File: src/rtl/exception_sequencer_pkg.sv
// Shared types and constants for the exception sequencer and its detector.
// The cop0 record layout lives here so the detector, the sequencer and cop0 all agree on it.
package exc_seq_pkg;

   typedef enum logic [1:0] {S_IDLE, S_FLUSH, S_COMMIT, S_REDIRECT} seq_state_t;
   typedef enum logic [1:0] {K_EXC, K_INT, K_ERET} seq_kind_t;

   typedef struct packed {
      logic        exception_happen;
      logic [4:0]  exc_code;
      logic [31:0] epc;
      logic        in_bd;
      logic [31:0] badvaddr;
      logic        load_addr;
   } cop0_exc_data_t;

   localparam logic [4:0] EXCCODE_INT  = 5'h00;
   localparam logic [4:0] EXCCODE_MOD  = 5'h01;
   localparam logic [4:0] EXCCODE_TLBL = 5'h02;
   localparam logic [4:0] EXCCODE_TLBS = 5'h03;
   localparam logic [4:0] EXCCODE_ADEL = 5'h04;
   localparam logic [4:0] EXCCODE_ADES = 5'h05;
   localparam logic [4:0] EXCCODE_SYS  = 5'h08;
   localparam logic [4:0] EXCCODE_BP   = 5'h09;
   localparam logic [4:0] EXCCODE_RI   = 5'h0A;
   localparam logic [4:0] EXCCODE_CPU  = 5'h0B;
   localparam logic [4:0] EXCCODE_OV   = 5'h0C;
   localparam logic [4:0] EXCCODE_TR   = 5'h0D;

   localparam int STATUS_IE     = 0;
   localparam int STATUS_EXL    = 1;
   localparam int STATUS_ERL    = 2;
   localparam int STATUS_IM_LSB = 8;
   localparam int STATUS_BEV    = 22;

   // Interrupts never carry a bad address; the restart PC comes from execute.
   function automatic cop0_exc_data_t int_record(input logic [31:0] epc, input logic in_bd);
      cop0_exc_data_t r;
      r                  = '0;
      r.exception_happen = 1'b1;
      r.exc_code         = EXCCODE_INT;
      r.epc              = epc;
      r.in_bd            = in_bd;
      return r;
   endfunction

endpackage

File: src/rtl/exception_sequencer_if.sv
// Pipeline-facing bundle of the exception sequencer: detector inputs, cop0 commit, fetch redirect.
interface exception_sequencer_if
   import exc_seq_pkg::*;
#(parameter int INT_LINES = 8);

   cop0_exc_data_t         exc_in;
   logic [31:0]            exc_vector;
   logic [INT_LINES-1:0]   int_req;
   logic [31:0]            status;
   logic [31:0]            cur_epc;
   logic [31:0]            int_epc;
   logic                   int_in_bd;
   logic                   eret_req;
   logic                   mem_busy;
   logic                   redirect_ready;
   logic                   stall;
   logic                   flush;
   logic                   cop0_we;
   cop0_exc_data_t         cop0_wdata;
   logic                   cop0_eret;
   logic                   redirect_valid;
   logic [31:0]            redirect_pc;
   logic                   busy;

   modport slave (
      input  exc_in, exc_vector, int_req, status, cur_epc, int_epc, int_in_bd,
             eret_req, mem_busy, redirect_ready,
      output stall, flush, cop0_we, cop0_wdata, cop0_eret, redirect_valid, redirect_pc, busy
   );

   modport master (
      output exc_in, exc_vector, int_req, status, cur_epc, int_epc, int_in_bd,
             eret_req, mem_busy, redirect_ready,
      input  stall, flush, cop0_we, cop0_wdata, cop0_eret, redirect_valid, redirect_pc, busy
   );

endinterface

File: src/rtl/exception_sequencer_irq_gate.sv
// Interrupt masking: a line is taken only when enabled in IM and the core is not at EXL/ERL.
module exception_irq_gate #(
   parameter int INT_LINES = 8
) (
   input  logic [INT_LINES-1:0] i_int_req,
   input  logic [INT_LINES-1:0] i_im,
   input  logic                 i_ie,
   input  logic                 i_exl,
   input  logic                 i_erl,
   output logic [INT_LINES-1:0] o_ip_vector,
   output logic                 o_int_pending
);

   // Cause.IP reflects the raw lines regardless of masking.
   assign o_ip_vector   = i_int_req;
   assign o_int_pending = (|(i_int_req & i_im)) & i_ie & ~i_exl & ~i_erl;

endmodule

File: src/rtl/exception_sequencer.sv
// Multi-cycle exception/interrupt/ERET sequencer: flush, drain memory, commit cop0, redirect fetch.
module exception_sequencer
   import exc_seq_pkg::*;
#(
   parameter int FLUSH_CYCLES = 2,
   parameter int INT_LINES    = 8
) (
   input logic                   clk,
   input logic                   reset_n,
   exception_sequencer_if.slave  bus
);

   localparam int FC_EFF = (FLUSH_CYCLES < 1) ? 1 : FLUSH_CYCLES;
   localparam int CNT_W  = $clog2(FC_EFF + 1);
   localparam logic [CNT_W-1:0] CNT_LAST = CNT_W'(FC_EFF - 1);

   seq_state_t       r_state, w_state_nxt;
   seq_kind_t        r_kind, w_kind;
   cop0_exc_data_t   r_rec, w_rec;
   logic [31:0]      r_target, w_target;
   logic [CNT_W-1:0] r_cnt;
   logic             w_event, w_int_pending;
   logic [INT_LINES-1:0] w_ip_vector;

   exception_irq_gate #(.INT_LINES(INT_LINES)) u_irq_gate (
      .i_int_req     (bus.int_req),
      .i_im          (bus.status[STATUS_IM_LSB +: INT_LINES]),
      .i_ie          (bus.status[STATUS_IE]),
      .i_exl         (bus.status[STATUS_EXL]),
      .i_erl         (bus.status[STATUS_ERL]),
      .o_ip_vector   (w_ip_vector),
      .o_int_pending (w_int_pending)
   );

   // Fixed priority: exception, then interrupt, then ERET; losers re-present later.
   always_comb begin
      w_event  = 1'b1;
      w_kind   = K_EXC;
      w_rec    = bus.exc_in;
      w_target = bus.exc_vector;
      if (!bus.exc_in.exception_happen) begin
         if (w_int_pending) begin
            w_kind = K_INT;
            w_rec  = int_record(bus.int_epc, bus.int_in_bd);
         end else if (bus.eret_req) begin
            w_kind   = K_ERET;
            w_rec    = '0;
            w_target = bus.cur_epc;
         end else begin
            w_event = 1'b0;
         end
      end
   end

   always_ff @(posedge clk or negedge reset_n) begin
      if (!reset_n) r_state <= S_IDLE;
      else          r_state <= w_state_nxt;
   end

   always_ff @(posedge clk or negedge reset_n) begin
      if (!reset_n) begin
         r_kind   <= K_EXC;
         r_rec    <= '0;
         r_target <= '0;
         r_cnt    <= '0;
      end else if (r_state == S_IDLE && w_event) begin
         r_kind   <= w_kind;
         r_rec    <= w_rec;
         r_target <= w_target;
         r_cnt    <= '0;
      end else if (r_state == S_FLUSH && r_cnt != '1) begin
         r_cnt <= r_cnt + 1'b1;
      end
   end

   always_comb begin
      w_state_nxt = r_state;
      unique case (r_state)
         S_IDLE:     if (w_event) w_state_nxt = S_FLUSH;
         S_FLUSH:    if (r_cnt >= CNT_LAST && !bus.mem_busy) w_state_nxt = S_COMMIT;
         S_COMMIT:   w_state_nxt = S_REDIRECT;
         S_REDIRECT: if (bus.redirect_ready) w_state_nxt = S_IDLE;
         default:    w_state_nxt = S_IDLE;
      endcase
   end

   // Outputs decode the registered state, so they rise the cycle after the event.
   always_comb begin
      bus.stall          = 1'b0;
      bus.flush          = 1'b0;
      bus.cop0_we        = 1'b0;
      bus.cop0_wdata     = '0;
      bus.cop0_eret      = 1'b0;
      bus.redirect_valid = 1'b0;
      bus.redirect_pc    = '0;
      bus.busy           = 1'b0;
      unique case (r_state)
         S_FLUSH: begin
            bus.stall = 1'b1;
            bus.flush = 1'b1;
            bus.busy  = 1'b1;
         end
         S_COMMIT: begin
            bus.stall      = 1'b1;
            bus.busy       = 1'b1;
            bus.cop0_we    = 1'b1;
            bus.cop0_wdata = r_rec;
            bus.cop0_eret  = (r_kind == K_ERET);
         end
         S_REDIRECT: begin
            bus.stall          = 1'b1;
            bus.busy           = 1'b1;
            bus.redirect_valid = 1'b1;
            bus.redirect_pc    = r_target;
         end
         default: ;
      endcase
   end

   a_ip_consistent: assert property (@(posedge clk) disable iff (!reset_n)
      w_int_pending |-> (|w_ip_vector));

endmodule

File: src/flat_wrapper.sv
// flat-port wrapper written by rule: the top's interface ports become plain ports
module exception_sequencer_flat import exc_seq_pkg::*;
#(
   parameter int FLUSH_CYCLES = 2,
   parameter int INT_LINES    = 8
)
  (clk, reset_n, bus_exc_in, bus_exc_vector, bus_int_req, bus_status, bus_cur_epc, bus_int_epc, bus_int_in_bd, bus_eret_req, bus_mem_busy, bus_redirect_ready, bus_stall, bus_flush, bus_cop0_we, bus_cop0_wdata, bus_cop0_eret, bus_redirect_valid, bus_redirect_pc, bus_busy);
  exception_sequencer_if #(.INT_LINES(INT_LINES)) bus_i ();
  input logic clk;
  input logic reset_n;
  input wire logic [$bits(bus_i.exc_in)-1:0] bus_exc_in;
  input wire logic [$bits(bus_i.exc_vector)-1:0] bus_exc_vector;
  input wire logic [$bits(bus_i.int_req)-1:0] bus_int_req;
  input wire logic [$bits(bus_i.status)-1:0] bus_status;
  input wire logic [$bits(bus_i.cur_epc)-1:0] bus_cur_epc;
  input wire logic [$bits(bus_i.int_epc)-1:0] bus_int_epc;
  input wire logic [$bits(bus_i.int_in_bd)-1:0] bus_int_in_bd;
  input wire logic [$bits(bus_i.eret_req)-1:0] bus_eret_req;
  input wire logic [$bits(bus_i.mem_busy)-1:0] bus_mem_busy;
  input wire logic [$bits(bus_i.redirect_ready)-1:0] bus_redirect_ready;
  output wire logic [$bits(bus_i.stall)-1:0] bus_stall;
  output wire logic [$bits(bus_i.flush)-1:0] bus_flush;
  output wire logic [$bits(bus_i.cop0_we)-1:0] bus_cop0_we;
  output wire logic [$bits(bus_i.cop0_wdata)-1:0] bus_cop0_wdata;
  output wire logic [$bits(bus_i.cop0_eret)-1:0] bus_cop0_eret;
  output wire logic [$bits(bus_i.redirect_valid)-1:0] bus_redirect_valid;
  output wire logic [$bits(bus_i.redirect_pc)-1:0] bus_redirect_pc;
  output wire logic [$bits(bus_i.busy)-1:0] bus_busy;
  assign bus_i.exc_in = bus_exc_in;
  assign bus_i.exc_vector = bus_exc_vector;
  assign bus_i.int_req = bus_int_req;
  assign bus_i.status = bus_status;
  assign bus_i.cur_epc = bus_cur_epc;
  assign bus_i.int_epc = bus_int_epc;
  assign bus_i.int_in_bd = bus_int_in_bd;
  assign bus_i.eret_req = bus_eret_req;
  assign bus_i.mem_busy = bus_mem_busy;
  assign bus_i.redirect_ready = bus_redirect_ready;
  assign bus_stall = bus_i.stall;
  assign bus_flush = bus_i.flush;
  assign bus_cop0_we = bus_i.cop0_we;
  assign bus_cop0_wdata = bus_i.cop0_wdata;
  assign bus_cop0_eret = bus_i.cop0_eret;
  assign bus_redirect_valid = bus_i.redirect_valid;
  assign bus_redirect_pc = bus_i.redirect_pc;
  assign bus_busy = bus_i.busy;
  exception_sequencer #(.FLUSH_CYCLES(FLUSH_CYCLES), .INT_LINES(INT_LINES)) u_core (.clk(clk), .reset_n(reset_n), .bus(bus_i));
endmodule
File: config.mk
export PLATFORM = sky130hd
export DESIGN_NAME = exception_sequencer_flat
export DESIGN_NICKNAME = d
export VERILOG_FILES = /design/src/rtl/exception_sequencer_pkg.sv /design/src/rtl/exception_sequencer_if.sv /design/src/rtl/exception_sequencer_irq_gate.sv /design/src/rtl/exception_sequencer.sv /design/src/flat_wrapper.sv
export SDC_FILE = /design/constraint.sdc
export NUM_CORES = 1
export LEC_CHECK = 0
export ABC_AREA = 1
export CAP_MARGIN = 10
export CORE_MARGIN = 4
export CORE_UTILIZATION = 45
export DETAILED_ROUTE_END_ITERATION = 6
export HOLD_SLACK_MARGIN = 0.02
export PLACE_DENSITY = 0.94
export SYNTH_ARGS = -nofsm -noshare
export SYNTH_HDL_FRONTEND = slang
export SYNTH_HIERARCHICAL = 1
export SYNTH_SLANG_ARGS = --single-unit
File: constraint.sdc
create_clock -name clk -period 3.93 [get_ports clk]
set_input_delay 0.5895 -clock clk [delete_from_list [all_inputs] [get_ports clk]]
set_output_delay 0.5895 -clock clk [all_outputs]
set_load 0.05 [all_outputs]
Word level (Yosys, flattened, before mapping). Index checks and enable logic that the tools add are counted.

Add/sub/neg operators: 1. $mul: 0. Div/mod/pow operators: 0. $lt $le $gt $ge: 1. Equality and inequality tests: 8. Shifts and indexed selects: 0. Mux-type cells: 25. Bitwise gates (word level): 6. Reductions and logical operators: 9.

Operators with widths (number): $mux 72 (3); $mux 32 (4); $mux 71 (1); $mux 2 (8); $and 8x8->8 (1); $mux 1 (8); $pmux 2 s4 (1); $reduce_or 8->1 (1); $eq 2x2->1 const B (3); $ne 2x2->1 const B (3); $and 1x1->1 (3); $logic_and 1x1->1 (3); $reduce_and 3->1 (1); $reduce_or 3->1 (1); $add 2x1->2 const B (1); $eq 2x1->1 const B (1); $ge 2x1->1 const B (1); $logic_not 2->1 (1); $ne 2x1->1 const B (1); $not 1->1 (2); $reduce_bool 2->1 (1); $logic_not 1->1 (1).

Register bits: 110. Bits in latches: 0. Memory bits (writable): 0. Memory bits (read-only): 0. Input port bits: 214. Memories kept: 0.

Longest topological paths before layout.
Depth in word-level cells: 9. Gate-level depth with buffers: 11. Mapped depth without buffers: 9.

Modules after synthesis. The synthesis kept the hierarchy.

By module, submodules not included: exception_sequencer (times used 1, cells each 971, area each 6482.5 µm²); exception_irq_gate (times used 1, cells each 25, area each 128.9 µm²).

Least setup slack after synthesis. Ideal clock, no wire load.

Path kind: register to output. From: register u_core.r_state[0]. To: output port bus_cop0_eret. Arrival time: 2.003 ns. Slack: 1.337 ns. Cell stages (with the launch flop): 6. Path buffers: 1. Path through: dfrtp_1 > inv_1 > ha_1 > clkbuf_1 > nand2_1 > nor2_1.

Word-level cells in the longest chain between the ends: 2.

Ends and longest elaborated chain: start, declared (line exception_sequencer.sv:17) `seq_state_t r_state, w_state_nxt;`; start signal, assigned (line exception_sequencer.sv:57) `else r_state <= w_state_nxt;`; $eq 2x2->1 (line exception_sequencer.sv:97) `unique case (r_state)`; $mux 1 (line exception_sequencer.sv:97); end, declared (line flat_wrapper.sv:25) `output wire logic [$bits(bus_i.cop0_eret)-1:0] bus_cop0_eret;`.

No other way between the ends.

Worst setup path in the final report.
From: register u_core.r_state[0]. To: output port bus_cop0_wdata[58].

Word-level cells in the longest chain between the ends: 2.

Ends and longest elaborated chain: $eq 2x2->1 (line exception_sequencer.sv:97); $mux 72 (line exception_sequencer.sv:97); end, declared (line flat_wrapper.sv:24) `output wire logic [$bits(bus_i.cop0_wdata)-1:0] bus_cop0_wdata;`.

No other way between the ends.

==> load_flow_metrics.sql <==
INSERT INTO impl_metrics (metric_group, metric, value, unit) VALUES
('outcome', 'status', 'complete, no violations', ''),
('critical_path', 'worst_setup_path_start_kind', 'flop', ''),
('clock_network', 'postCtsSetupRepairBufs', '0', ''),
('floorplanning', 'die_height', '128.7', 'um'),
('detailed_routing', 'drc', '0', ''),
('yosys', 'synthesis.instances', '988', ''),
('yosys', 'syn-cell-area', '6551', 'um^2'),
('clock_network', 'cts_tree', 'done', ''),
('timing', 'relSlewSlack', '0.3245', ''),
('pwr', 'power.ir.vdd_worst', '0.4951', 'mV'),
('clock_network', 'cts_root_buf', 'sky130_fd_sc_hd__clkbuf_16', ''),
('critical_path', 'cp_data_required_time', '3.34', 'ns'),
('detailed_routing', 'dr.first_iter.drc_count', '457', ''),
('timing', 'maxSlewViolCount', '0', ''),
('clock_network', 'post_cts.resized_instances', '0', ''),
('floorplanning', 'placeableCoreArea', '14100', 'um^2'),
('floorplanning', 'fp.dieArea', '16550', 'um^2'),
('clock_network', 'numClockSinks', '110', ''),
('timing', 'tightestPinTransition', '1.007', 'ns'),
('placement', 'port-buffer-count', '302', ''),
('detailed_routing', 'via_count', '6926', ''),
('critical_path', 'cp_slowest_cell', 'sky130_fd_sc_hd__clkdlybuf4s50_1', ''),
('critical_path', 'worst_ep_arrival_time', '2.86', 'ns'),
('timing', 'hold_viol', '0', ''),
('final_layout', 'nets', '1475', ''),
('floorplanning', 'initial_utilization', '0.4648', ''),
('critical_path', 'most_common_cell_type_on_the_critical_path', 'sky130_fd_sc_hd__inv_1', ''),
('global_routing', 'grt_antenna_before_repair', '2', ''),
('hold_path', 'timing.hold.worst.class', 'in -> async', ''),
('critical_path', 'setup.worst_path.end_class', 'output pin', ''),
('critical_path', 'timing.critical_path.cells', 'inv_1 -> ha_2 -> buf_4 -> nand2_1 -> inv_1 -> clkdlybuf4s50_1', ''),
('detailed_routing', 'route.detailed.vias_per_inst', '4.810', ''),
('detailed_routing', 'postRouteAntennaNets', '0', ''),
('final_layout', 'fin_util', '0.7049', ''),
('pwr', 'cellLeakagePower', '5.436', 'nW'),
('critical_path', 'critical_path_class', 'reg -> out', ''),
('detailed_routing', 'postRouteWirelength', '21.18', 'mm'),
('placement', 'dp_hpwl', '15.49', 'mm'),
('timing', 'timing.final.setup_violations', '0', ''),
('detailed_routing', 'firstDrtPassIters', '5', ''),
('global_routing', 'grt_max_degree', '74', ''),
('floorplanning', 'floorplan.io_pins', '324', ''),
('global_routing', 'grt_pass1_vias', '6751', ''),
('clock_network', 'clock_tree.buffer_depth', '2', ''),
('detailed_routing', 'wl_per_cell', '14.71', 'um'),
('run', 'max_cap_viol_count', '0', ''),
('floorplanning', 'dieWidth', '128.7', 'um'),
('timing', 'max_freq', '0.2897', 'GHz'),
('clock_network', 'cts-hold-fix-buffers', '0', ''),
('yosys', 'post_synth.cell_area_avg', '6.631', 'um^2'),
('critical_path', 'worst-path-max-fanout', '28', ''),
('clock_network', 'clock_network_latency_to_the_later_pin_of_the_worst_skew_pair', '0.35', 'ns'),
('yosys', 'ys_warn_count', '6', ''),
('clock_network', 'cts_made_buffers', '9', ''),
('global_routing', 'groute.usage.overall', '0.2512', ''),
('floorplanning', 'placementRows', '43', ''),
('global_routing', 'grt_pass1_wl', '33.13', 'mm'),
('yosys', 'syn_nets', '1209', ''),
('timing', 'setup_total_negative_slack', '0', 'ns'),
('critical_path', 'path_delay_family', 'buffers and inverters', ''),
('timing', 'clock-skew-final', '0.007697', 'ns'),
('final_layout', 'final_layout_size_suffix_gt1_frac', '0.03336', ''),
('clock_network', 'clk_transition_reported_paths', '0.08', 'ns'),
('timing', 'final_min_period_over_clock_period', '0.8784', ''),
('final_layout', 'area_delta_synth_final', '51.66', '%'),
('timing', 'min_period', '3.452', 'ns'),
('critical_path', 'worst-path-buf-inv', '4', ''),
('timing', 'unrepaired_setup_endpoints_after_global_routing', 'no', ''),
('placement', 'finalWeightedCongestion', '0.8830', ''),
('global_routing', 'grt_remaining_overflow', '0', ''),
('clock_network', 'ctsHtreeMaxLevel', '3', ''),
('pwr', 'powerDensity', '708.7', 'nW/um^2'),
('critical_path', 'slowest_delay', '0.82', 'ns');
==> layout make-up <==
type / count / area, um^2
multi-input cells: 633 / 2801
clock inverters: 6 / 93.84
diodes: 1 / 2.502
flip-flops and latches: 110 / 2753
repair buffers: 318 / 3148
fillers: 1096 / 4160
well taps: 180 / 225.2
inverters: 182 / 683.2
clock buffers: 10 / 229.0
==> state kept, by name (all words and copies together) (netlist names) <==
| register | flops |
|---|---|
| u_core/r_state | 2 |
| u_core/r_kind | 2 |
| u_core/r_target | 32 |
| u_core/r_cnt | 2 |
| u_core/r_rec | 72 |
==> worst register-to-register path: stages (launching register included) <==
cell                      delay [ns]
sky130_fd_sc_hd__dfrtp_1        0.42
sky130_fd_sc_hd__inv_1          0.13
sky130_fd_sc_hd__ha_2           0.21
sky130_fd_sc_hd__buf_4          0.41
sky130_fd_sc_hd__inv_1          0.17
sky130_fd_sc_hd__a21oi_4        0.17
sky130_fd_sc_hd__buf_4          0.37
sky130_fd_sc_hd__nand3_1        0.20
sky130_fd_sc_hd__nand2_1        0.10
==> report_power, final <==
| group | internal (mW) | switching (mW) | leakage, nW | total [mW] |
|---|---|---|---|---|
| Sequential | 1.67 | 0.289 | 1.34 | 1.96 |
| Combinational | 1.36 | 2.73 | 3.94 | 4.09 |
| Clock | 0.564 | 0.431 | 0.153 | 0.995 |
| Total | 3.59 | 3.45 | 5.44 | 7.04 |
==> worst paths after layout <==
kind	startpoint	end	slack (ns)	depth (start not counted)
min	reset_n	u_core/r_target[29]	0.25	1
max	u_core/r_state[0]	bus_cop0_wdata[58]	0.48	6
min in group clk	u_core/r_rec[31]	u_core/r_rec[31]	0.47	2
min reg2reg	u_core/r_rec[31]	u_core/r_rec[31]	0.47	2
max reg2reg	u_core/r_state[0]	u_core/r_target[31]	1.69	8
max in group asynchronous	reset_n	u_core/r_rec[52]	2.78	2
==> stage by stage <==
| step | hold WS, ns | instance area [um^2] | std cells | setup slack, ns | power [mW] |
|---|---|---|---|---|---|
| 2_1_floorplan | 0.2939 | 6551 | 988 | 1.337 | 4.724 |
| 3_3_place_gp | 0.4537 | 9610 | 1423 | 0.8815 | 5.947 |
| 3_5_place_dp | 0.4590 | 9610 | 1423 | 0.8472 | 6.074 |
| 4_1_cts | 0.2646 | 9933 | 1439 | 0.4247 | 7.098 |
| 5_1_grt | 0.2960 | 9936 | 1440 | 0.2913 | 7.513 |
| 6_report | 0.2450 | 9936 | 1440 | 0.4779 | 7.041 |
==> per-layer routing <==
metal / vias up / GRT usage / share of wire
met5: - / 0 / 0.00057
met4: 2 / 0.09574 / 0.033
met3: 43 / 0.06725 / 0.075
met2: 258 / 0.4485 / 0.52
met1: 3167 / 0.2862 / 0.38
li1: 3456 / - / -
==> cell usage in the layout, fill, tap and decap left out <==
cell and instances:
sky130_fd_sc_hd__a21oi_4 2, sky130_fd_sc_hd__buf_12 1, sky130_fd_sc_hd__buf_2 1, sky130_fd_sc_hd__buf_4 16, sky130_fd_sc_hd__bufinv_16 2, sky130_fd_sc_hd__clkbuf_1 1
sky130_fd_sc_hd__clkbuf_16 9, sky130_fd_sc_hd__clkdlybuf4s50_1 300, sky130_fd_sc_hd__clkinv_1 1, sky130_fd_sc_hd__clkinv_4 2, sky130_fd_sc_hd__clkinvlp_4 1, sky130_fd_sc_hd__dfrtp_1 110
sky130_fd_sc_hd__diode_2 1, sky130_fd_sc_hd__ha_1 5, sky130_fd_sc_hd__ha_2 2, sky130_fd_sc_hd__inv_1 179, sky130_fd_sc_hd__inv_2 2, sky130_fd_sc_hd__inv_6 1
sky130_fd_sc_hd__nand2_1 305, sky130_fd_sc_hd__nand3_1 140, sky130_fd_sc_hd__nand3b_1 33, sky130_fd_sc_hd__nand4_1 2, sky130_fd_sc_hd__nor2_1 137, sky130_fd_sc_hd__nor2_2 1
sky130_fd_sc_hd__nor2_8 1, sky130_fd_sc_hd__o21ai_0 3, sky130_fd_sc_hd__or2_2 1, sky130_fd_sc_hd__xor2_1 1
Power figures use the tool's default switching activity.
